==> config.mk <==
export PLATFORM = sky130hd
export DESIGN_NAME = slt_arbiter
export DESIGN_NICKNAME = d
export VERILOG_FILES = /design/src/rtl/slt_pkg.sv /design/src/rtl/slt_core.sv /design/src/rtl/slt_arbiter.sv
export SDC_FILE = /design/constraint.sdc
export NUM_CORES = 1
export LEC_CHECK = 0
export CORE_MARGIN = 5
export CORE_UTILIZATION = 28
export CTS_BUF_LIST = sky130_fd_sc_hd__clkbuf_4 sky130_fd_sc_hd__clkbuf_8 sky130_fd_sc_hd__clkbuf_16
export CTS_CLUSTER_SIZE = 12
export DETAILED_ROUTE_END_ITERATION = 7
export PLACE_DENSITY = 0.83
export SLEW_MARGIN = 25
export SYNTH_ARGS = -nofsm -noshare
export SYNTH_HDL_FRONTEND = slang
export SYNTH_SLANG_ARGS = --single-unit
==> constraint.sdc <==
create_clock -name clk -period 1.9 [get_ports clk]
set_input_delay 0.38 -clock clk [delete_from_list [all_inputs] [get_ports clk]]
set_output_delay 0.38 -clock clk [all_outputs]
set_load 0.05 [all_outputs]
==> src/rtl/slt_pkg.sv <==
`default_nettype none
// ============================================================================
//  Module      : slt_pkg
//  Description : Shared types and constants for the set-less-than arbiter
//                and its comparator core.
//  Revision    : 1.0 - initial release
// ============================================================================
package slt_pkg;

    // Compare mode encoding carried on req_sgn
    localparam logic CMP_UNSIGNED = 1'b0;
    localparam logic CMP_SIGNED   = 1'b1;

    // Requester index (two requesters)
    typedef logic req_id_t;

    // Registered response payload
    typedef struct packed {
        req_id_t id;
        logic    r;
        logic    zero;
        logic    carry;
    } slt_rsp_t;

endpackage
`default_nettype wire

==> src/rtl/slt_core.sv <==
`default_nettype none
// ============================================================================
//  Module      : slt_core
//  Description : Combinational set-less-than comparator, signed or unsigned.
//                carry mirrors r for unsigned compares and is 0 for signed.
//  Revision    : 1.0 - initial release
// ============================================================================
module slt_core
    import slt_pkg::*;
#(
    parameter int WIDTH = 32
) (
    input  logic [WIDTH-1:0] a,
    input  logic [WIDTH-1:0] b,
    input  logic             sgn,
    output logic             r,
    output logic             zero,
    output logic             carry
);

    // Compare a < b in the requested number system and derive the flags
    always_comb begin
        if (sgn == CMP_SIGNED) begin
            r = ($signed(a) < $signed(b));
        end else begin
            r = (a < b);
        end
        zero  = ~r;
        carry = (sgn == CMP_UNSIGNED) ? r : 1'b0;
    end

endmodule
`default_nettype wire

==> src/rtl/slt_arbiter.sv <==
`default_nettype none
// ============================================================================
//  Module      : slt_arbiter
//  Description : Two-requester arbiter in front of one shared slt comparator.
//                One grant per cycle, registered result tagged with the
//                requester id, single response channel with backpressure.
//                Macro SLT_ARB_RR_EN: defined -> round-robin arbitration,
//                undefined -> fixed priority (requester 0 wins).
//  Revision    : 1.0 - initial release
// ============================================================================
module slt_arbiter
    import slt_pkg::*;
#(
    parameter int WIDTH = 32
) (
    input  logic             clk,
    input  logic             rst_n,
    input  logic [1:0]       req_valid,
    output logic [1:0]       req_ready,
    input  logic [WIDTH-1:0] req_a0,
    input  logic [WIDTH-1:0] req_b0,
    input  logic [WIDTH-1:0] req_a1,
    input  logic [WIDTH-1:0] req_b1,
    input  logic [1:0]       req_sgn,
    output logic             rsp_valid,
    input  logic             rsp_ready,
    output logic             rsp_id,
    output logic [WIDTH-1:0] rsp_r,
    output logic             rsp_zero,
    output logic             rsp_carry
);

    localparam slt_rsp_t RSP_RESET = '{id: 1'b0, r: 1'b0, zero: 1'b1, carry: 1'b0};

    logic             slot_free;
    logic             grant_any;
    logic             accept;
    req_id_t          grant_id;

    logic [WIDTH-1:0] cmp_a;
    logic [WIDTH-1:0] cmp_b;
    logic             cmp_sgn;
    logic             cmp_r;
    logic             cmp_zero;
    logic             cmp_carry;

    logic             rsp_valid_q;
    logic             rsp_valid_d;
    slt_rsp_t         rsp_q;
    slt_rsp_t         rsp_d;

`ifdef SLT_ARB_RR_EN
    req_id_t          rr_ptr_q;
    req_id_t          rr_ptr_d;
`endif

    // The output slot can take a new result when empty or being drained now
    assign slot_free = ~rsp_valid_q | rsp_ready;

    // Choose the winner from the valid bits only; operands never matter
    always_comb begin
        grant_any = |req_valid;
`ifdef SLT_ARB_RR_EN
        if (req_valid == 2'b11) begin
            grant_id = rr_ptr_q;
        end else begin
            grant_id = req_valid[1];
        end
`else
        grant_id = ~req_valid[0];
`endif
    end

    assign accept    = slot_free & grant_any;
    assign req_ready = accept ? (grant_id ? 2'b10 : 2'b01) : 2'b00;

    // Steer the granted requester's operands into the shared comparator
    always_comb begin
        cmp_a   = grant_id ? req_a1 : req_a0;
        cmp_b   = grant_id ? req_b1 : req_b0;
        cmp_sgn = req_sgn[grant_id];
    end

    slt_core #(
        .WIDTH (WIDTH)
    ) u_core (
        .a     (cmp_a),
        .b     (cmp_b),
        .sgn   (cmp_sgn),
        .r     (cmp_r),
        .zero  (cmp_zero),
        .carry (cmp_carry)
    );

    // Next response state: load on accept, clear valid on plain retire, else hold
    always_comb begin
        rsp_valid_d = rsp_valid_q;
        rsp_d       = rsp_q;
        if (accept) begin
            rsp_valid_d = 1'b1;
            rsp_d       = '{id: grant_id, r: cmp_r, zero: cmp_zero, carry: cmp_carry};
        end else if (rsp_ready) begin
            rsp_valid_d = 1'b0;
        end
    end

`ifdef SLT_ARB_RR_EN
    // After an accepted transfer the other requester becomes preferred
    always_comb begin
        rr_ptr_d = accept ? ~grant_id : rr_ptr_q;
    end
`endif

    // State registers with asynchronous active-low clear
    always_ff @(posedge clk or negedge rst_n) begin
        if (!rst_n) begin
            rsp_valid_q <= 1'b0;
            rsp_q       <= RSP_RESET;
`ifdef SLT_ARB_RR_EN
            rr_ptr_q    <= 1'b0;
`endif
        end else begin
            rsp_valid_q <= rsp_valid_d;
            rsp_q       <= rsp_d;
`ifdef SLT_ARB_RR_EN
            rr_ptr_q    <= rr_ptr_d;
`endif
        end
    end

    assign rsp_valid = rsp_valid_q;
    assign rsp_id    = rsp_q.id;
    assign rsp_r     = {{(WIDTH-1){1'b0}}, rsp_q.r};
    assign rsp_zero  = rsp_q.zero;
    assign rsp_carry = rsp_q.carry;

endmodule
`default_nettype wire

==> impl_metrics.toml, run 1 <==
[finish]
nets = 536
final.fill_count = 573
multiInputGateArea_sq_um = 1830
fin_cells = 446
regArea_sq_um = 126
stdcell_area_sq_um = 3740
drive_above_1_share = 0.236
antenna_cells = 0
area_growth_pct = 103

[synth]
post-synth-top-count-cell = "mux2i_1"
syn_area_sq_um = 1850
synth_top_area_share = 0.210
yosys-top-cells-count = "mux2i_1, buf_4, ha_1"
synth_cells = 208
synth_edf_count = 0
ys_ff_latch = 5
synthTopCellsByArea = "ha_1, mux2i_1, mux2_1"
yosys.area.top_type = "ha_1"
syn_avg_cell_area_sq_um = 8.88
seq_area_frac_synth = 0.0684
yosys_warnings = 0
yosysUniqueCellTypes = 37
ys_async_sr_fraction = 1.00
synth_ff_type = "dfrtp_1"

[timing]
rsz0062_at_grt = "true"
final.period_utilization = 1.49
slew_viol_final = 0
setup_violations = 3
maxSlewHeadroom = 0.662
skew_ps = 2.92
whs_ps = 397
fin_crit_ps = 2840
fmax_mhz = 352
hold_viol_final = 0
fin_ws_ps = -938
tightest_slew_ps = 505

[critical_path]
slowest_stage = "or4_4"
slowest_delay_ps = 550
cp.required_ps = 2000
cp_data_arrival_time_ps = 2940
timing.rr.start = "rsp_valid$_DFFE_PN0P_"
reg2reg_depth = 4
ff2ff_setup_slack_ps = 730
cp_num_buf_inv = 3
crit_family = "simple AND/OR/NAND/NOR gates"
cp_cell_sequence = "buf_12 > buf_12 > buf_8 > mux2_4 > ha_4 > nand4_1 > or4_4 > or4_4 > o22ai_4 > nor3_2 > o31a_1"
reg2reg_to = "rsp_carry$_DFFE_PN0P_"
end_kind = "register"
worstSetupPathType = "in -> reg"
critPathMaxFanout = 7
startpoint_type = "input port"

[floorplan]
rows = 29
start_util = 0.289
dieArea_sq_um = 8320
dieWidth_um = 91.2
io_pins = 173
coreArea_sq_um = 6390
die_h_um = 91.2

[placed_design]
routabilityCongestion = 0.730
dp_hpwl_mm = 5.86
port-buffer-count = 141
dp_slack_ps = -1250
place_area_sq_um = 3430
dp_cells = 432

[grt]
grt_max_degree = 32
gr-usage-all-layers = 0.148
grt_pass1_wl_mm = 10.3
gr-total-overflow = 0
antenna_found_initial = 0
first_global_vias = 2192

[routing]
num_vias = 2083
drtIter0Drc = 44
ant_nets = 0
first_pass_iters = 4
drc_errors = 0
wl_per_cell_um = 15.0
via_per_inst = 4.67
routed_wl_mm = 6.68

[clock_network]
htree_levels = 1
clk_pin_slew_ps = 40
numCtsBuffers = 3
insertion_delay_ps = 220
cts.path.max_buffers = 2
root_buffer = "clkbuf_8"
cts_sinks = 5
tritoncts = "done"
ctsHoldBuffers = 0

[power]
ir_drop_v = 0.000409
p_total_mw = 1.40
power_density_nw_per_um2 = 373
p_leak_nw = 1.67

[outcome]
status = "complete, but fails checks"
violations = "setup timing"

[hold_path]
hp-class = "in -> async"

[job]
maxCapViolCount = 0
kinds of logic after synthesis:
family | synth area share
AO/OA/AOI/OAI | 0.116
flip-flops | 0.0684
multiplexers | 0.362
AND/OR/NAND/NOR | 0.0934
other | 0.00203
buffers and inverters | 0.148
adder cells (fa/ha/maj) | 0.210
layout by cell type, fill, tap and decap left out, types with 3 or more instances in the layout:
| cell | count |
|---|---|
| nand2_1 | 12 |
| ha_4 | 14 |
| a21oi_1 | 16 |
| nor2_1 | 5 |
| buf_4 | 23 |
| mux2i_1 | 30 |
| dfrtp_1 | 4 |
| conb_1 | 31 |
| inv_1 | 3 |
| dlygate4sd2_1 | 26 |
| mux2_1 | 5 |
| clkdlybuf4s50_1 | 109 |
| buf_12 | 5 |
| nand4_1 | 6 |
| clkbuf_8 | 3 |
| o21ai_1 | 3 |
| mux2_2 | 11 |
| ha_1 | 17 |
| mux2_4 | 15 |
area by class of cell:
class	count	share of cell area
clock buffer	4	0.0130
multi-input combinational	191	0.489
sequential	5	0.0338
inverter	3	0.00301
timing repair buffer	166	0.435
tap	77	0.0257
report_power, final:
group / leakage (nW) / internal [mW] / total, mW / switching [mW]
Sequential: 0.0563 / 0.129 / 0.140 / 0.0110
Clock: 0.0262 / 0.158 / 0.209 / 0.0508
Combinational: 1.59 / 0.544 / 1.05 / 0.503
Total: 1.67 / 0.831 / 1.40 / 0.565
per-layer routing:
metal | wire (um) | global-route usage | share of wire
met3 | 450 | 0.0306 | 0.067
met4 | 121 | 0.0342 | 0.018
met1 | 2460 | 0.163 | 0.37
met5 | 0 | 0 | 0
met2 | 3650 | 0.286 | 0.55
registers in the layout, summed over array words and instances (netlist names):
name       cells
rsp_carry      1
rsp_id         1
rsp_r          1
rsp_valid      1
rsp_zero       1
worst reg2reg max path, cell delays in order, from the launching register on:
cell,delay [ps]
dfrtp_1,370
nand2b_1,100
o21ai_1,90
buf_4,180
o41ai_2,320
worst max path at each step:
| stage | startpoint | endpoint | depth (start not counted) |
|---|---|---|---|
| 6_report | req_valid[0] | rsp_r[0]$_DFFE_PN0P_ | 11 |
| 5_1_grt | req_valid[0] | rsp_r[0]$_DFFE_PN0P_ | 11 |
| 4_1_cts | req_valid[0] | rsp_r[0]$_DFFE_PN0P_ | 11 |
| 3_5_place_dp | req_a0[26] | rsp_r[0]$_DFFE_PN0P_ | 9 |
| 3_3_place_gp | req_a0[24] | rsp_r[0]$_DFFE_PN0P_ | 9 |
| 2_1_floorplan | req_valid[0] | rsp_r[0]$_DFFE_PN0P_ | 11 |
stage by stage:
| stage | utilization | TNS [ps] |
|---|---|---|
| detailed placement | 0.537 | -3620 |
| CTS | 0.580 | -2610 |
| global route | 0.586 | -3040 |
| global placement | 0.537 | -3370 |
| finish | 0.586 | -2770 |
| floorplan | - | -3120 |
timing repair:
item / 4_1_cts / 5_1_grt
buffers inserted: 8 / 2
setup endpoints to repair: 3 / 4
resized for setup: 57 / 5
pin swaps: 25 / 10
No activity file was read; power rests on OpenSTA's default activity.
==> run 2, diff against run 1 <==
--- a/config.mk
+++ b/config.mk
@@ -10,6 +10,7 @@
 export CTS_BUF_LIST = sky130_fd_sc_hd__clkbuf_4 sky130_fd_sc_hd__clkbuf_8 sky130_fd_sc_hd__clkbuf_16
 export CTS_CLUSTER_SIZE = 12
 export DETAILED_ROUTE_END_ITERATION = 7
+export GPL_TIMING_DRIVEN = 1
 export PLACE_DENSITY = 0.83
 export SLEW_MARGIN = 25
 export SYNTH_ARGS = -nofsm -noshare
==> results of run 2 <==
Same layout as run 1: the final DEF is identical, and so are final timing and power.
==> run 3, diff against run 2 <==
--- a/config.mk
+++ b/config.mk
@@ -5,13 +5,15 @@
 export SDC_FILE = /design/constraint.sdc
 export NUM_CORES = 1
 export LEC_CHECK = 0
+export CELL_PAD_IN_SITES_DETAIL_PLACEMENT = 0
+export CELL_PAD_IN_SITES_GLOBAL_PLACEMENT = 1
 export CORE_MARGIN = 5
-export CORE_UTILIZATION = 28
+export CORE_UTILIZATION = 19
 export CTS_BUF_LIST = sky130_fd_sc_hd__clkbuf_4 sky130_fd_sc_hd__clkbuf_8 sky130_fd_sc_hd__clkbuf_16
 export CTS_CLUSTER_SIZE = 12
 export DETAILED_ROUTE_END_ITERATION = 7
 export GPL_TIMING_DRIVEN = 1
-export PLACE_DENSITY = 0.83
+export PLACE_DENSITY = 0.85
 export SLEW_MARGIN = 25
 export SYNTH_ARGS = -nofsm -noshare
 export SYNTH_HDL_FRONTEND = slang
==> run 3 against run 2 <==
Non-clock buffer count is 3 higher. Routed wire length grew 4.4%. The run still ends with setup timing left. Critical path depth shrank 2. Global-route usage is 3.9 points lower. Clock skew is 2.6 ps lower. Fmax up 4.9%. Combinational power increased by 4%. Final area increased by 4.5%. Register-to-register slack hardly changed. Core utilization is 18 points lower. Total power rose by 3.3%. Cell count rose by 13%.
==> impl_metrics.toml, run 3 (synthesis gave the netlist of run 1 again) <==
[finish]
layout_common_cells = "clkdlybuf4s50_1, dlygate4sd2_1, conb_1, mux2i_1, buf_4"
post-route-util = 0.406
nets = 539
antenna_cells = 0
stdcell_area_sq_um = 3910
final.fill_count = 983
final_common_cell = "clkdlybuf4s50_1"
area_growth_pct = 112
drive_above_1_share = 0.261

[timing]
tightest_slew_ps = 504
maxSlewHeadroom = 0.663
final.period_utilization = 1.42
fmax_mhz = 370
setup_violations = 3
rsz0062_at_grt = "true"
hold_viol_final = 0
slew_viol_final = 0
fin_crit_ps = 2700
fin_ws_ps = -805
skew_ps = 0.363

[hold_path]
hp-class = "in -> async"

[clock_network]
numCtsBuffers = 3
cts.path.max_buffers = 2
htree_levels = 1
cts_sinks = 5
ctsHoldBuffers = 0
tritoncts = "done"
clk_pin_slew_ps = 40
insertion_delay_ps = 220
root_buffer = "clkbuf_8"

[routing]
wl_per_cell_um = 13.8
first_pass_iters = 4
via_per_inst = 4.12
drc_errors = 0
drtIter0Drc = 33
num_vias = 2080
routed_wl_mm = 6.98
ant_nets = 0

[power]
power_density_nw_per_um2 = 368
p_leak_nw = 1.71
ir_drop_v = 0.000327
p_total_mw = 1.44

[floorplan]
rows = 36
die_h_um = 109
dieArea_sq_um = 11800
coreArea_sq_um = 9640
io_pins = 173
start_util = 0.192
dieWidth_um = 109

[placed_design]
dp_hpwl_mm = 5.93
routabilityCongestion = 0.692
port-buffer-count = 141
dp_slack_ps = -1240
place_area_sq_um = 3530

[outcome]
violations = "setup timing"
status = "complete, but fails checks"

[job]
maxCapViolCount = 0

[grt]
met3_usage = 0.0326
busiest_layer = "met2"
grt_pass1_wl_mm = 10.4
grtUsageMet2 = 0.214
gr-usage-all-layers = 0.109
first_global_vias = 2235
grt_max_degree = 33
use_met1 = 0.116
antenna_found_initial = 0
gr-total-overflow = 0

[critical_path]
cp_data_arrival_time_ps = 2810
cp_cell_sequence = "clkdlybuf4s50_1 > mux2_4 > ha_4 > nand4_1 > or4_4 > or4_4 > o22ai_4 > nor3_2 > o31a_1"
critPathMaxFanout = 3
crit_path_frequent_cell = "or4_4"
crit_family = "simple AND/OR/NAND/NOR gates"
cp.required_ps = 2000
cp_num_buf_inv = 1
end_kind = "register"
slowest_stage = "or4_4"
startpoint_type = "input port"
slowest_delay_ps = 470
worstSetupPathType = "in -> reg"
## run 3: cell types whose count changed in the layout (fill, tap and decap cells not counted), sizes merged
cell,previous run,this run
clkdlybuf4s50,109,99
buf,31,34
dlygate4sd2,26,36
## run 3: metal layers
metal,wire length [um],part of all wire,vias up
met5,0,0,-
met4,38,0.0054,0
met3,603,0.086,9
met1,2510,0.36,945
met2,3820,0.55,85
li1,-,-,1041
## run 3: final timing paths
| path | startpoint | end | slack (ps) | cells after the start |
|---|---|---|---|---|
| min in group clk | rsp_id$_DFFE_PN0P_ | rsp_id$_DFFE_PN0P_ | 470 | 1 |
| worst max register to register | rsp_valid$_DFFE_PN0P_ | rsp_carry$_DFFE_PN0P_ | 720 | 4 |
| worst max-delay path | req_a0[31] | rsp_r[0]$_DFFE_PN0P_ | -800 | 9 |
| worst min-delay path | rst_n | rsp_id$_DFFE_PN0P_ | 400 | 1 |
| max in group asynchronous | rst_n | rsp_zero$_DFFE_PN1P_ | 1240 | 1 |
| worst min register to register | rsp_id$_DFFE_PN0P_ | rsp_id$_DFFE_PN0P_ | 470 | 1 |
## run 3: area by class of cell
cell class / instances / area, sq um / share of cell area
Sequential cell: 5 / 126 / 0.0323
Clock buffer: 4 / 48.8 / 0.0125
Multi-Input combinational cell: 191 / 1880 / 0.480
Tap cell: 133 / 166 / 0.0425
Timing Repair Buffer: 169 / 1680 / 0.430
Inverter: 3 / 11.3 / 0.00288
## run 3: repair_timing
item / CTS / global route
endpoints found under the setup margin: 3 / 3
pin swaps: 7 / 2
gates cloned: 2 / 0
gates resized for setup: 77 / 4
buffers inserted: 7 / 0
## run 3: worst reg2reg max path: cells and delay by family, from the launching register on
| family | cells | cell delay (ps) |
|---|---|---|
| AO/OA/AOI/OAI | 2 | 430 |
| buffers and inverters | 1 | 170 |
| AND/OR/NAND/NOR | 1 | 110 |
| flip-flops | 1 | 380 |
## run 3: report_power, final
| part | internal, mW | leakage (nW) | switching [mW] | total, mW |
|---|---|---|---|---|
| clock | 0.158 | 0.0262 | 0.0541 | 0.213 |
| sequential | 0.129 | 0.0563 | 0.0114 | 0.140 |
| combinational | 0.569 | 1.63 | 0.520 | 1.09 |
| total | 0.856 | 1.71 | 0.586 | 1.44 |
## run 3: stage by stage
stage	hold WS, ps	instances	TNS, ps
5_1_grt	399	505	-2530
6_report	398	505	-2290
4_1_cts	396	505	-2350
3_3_place_gp	464	492	-3420
3_5_place_dp	471	492	-3580
2_1_floorplan	84.4	238	-3120
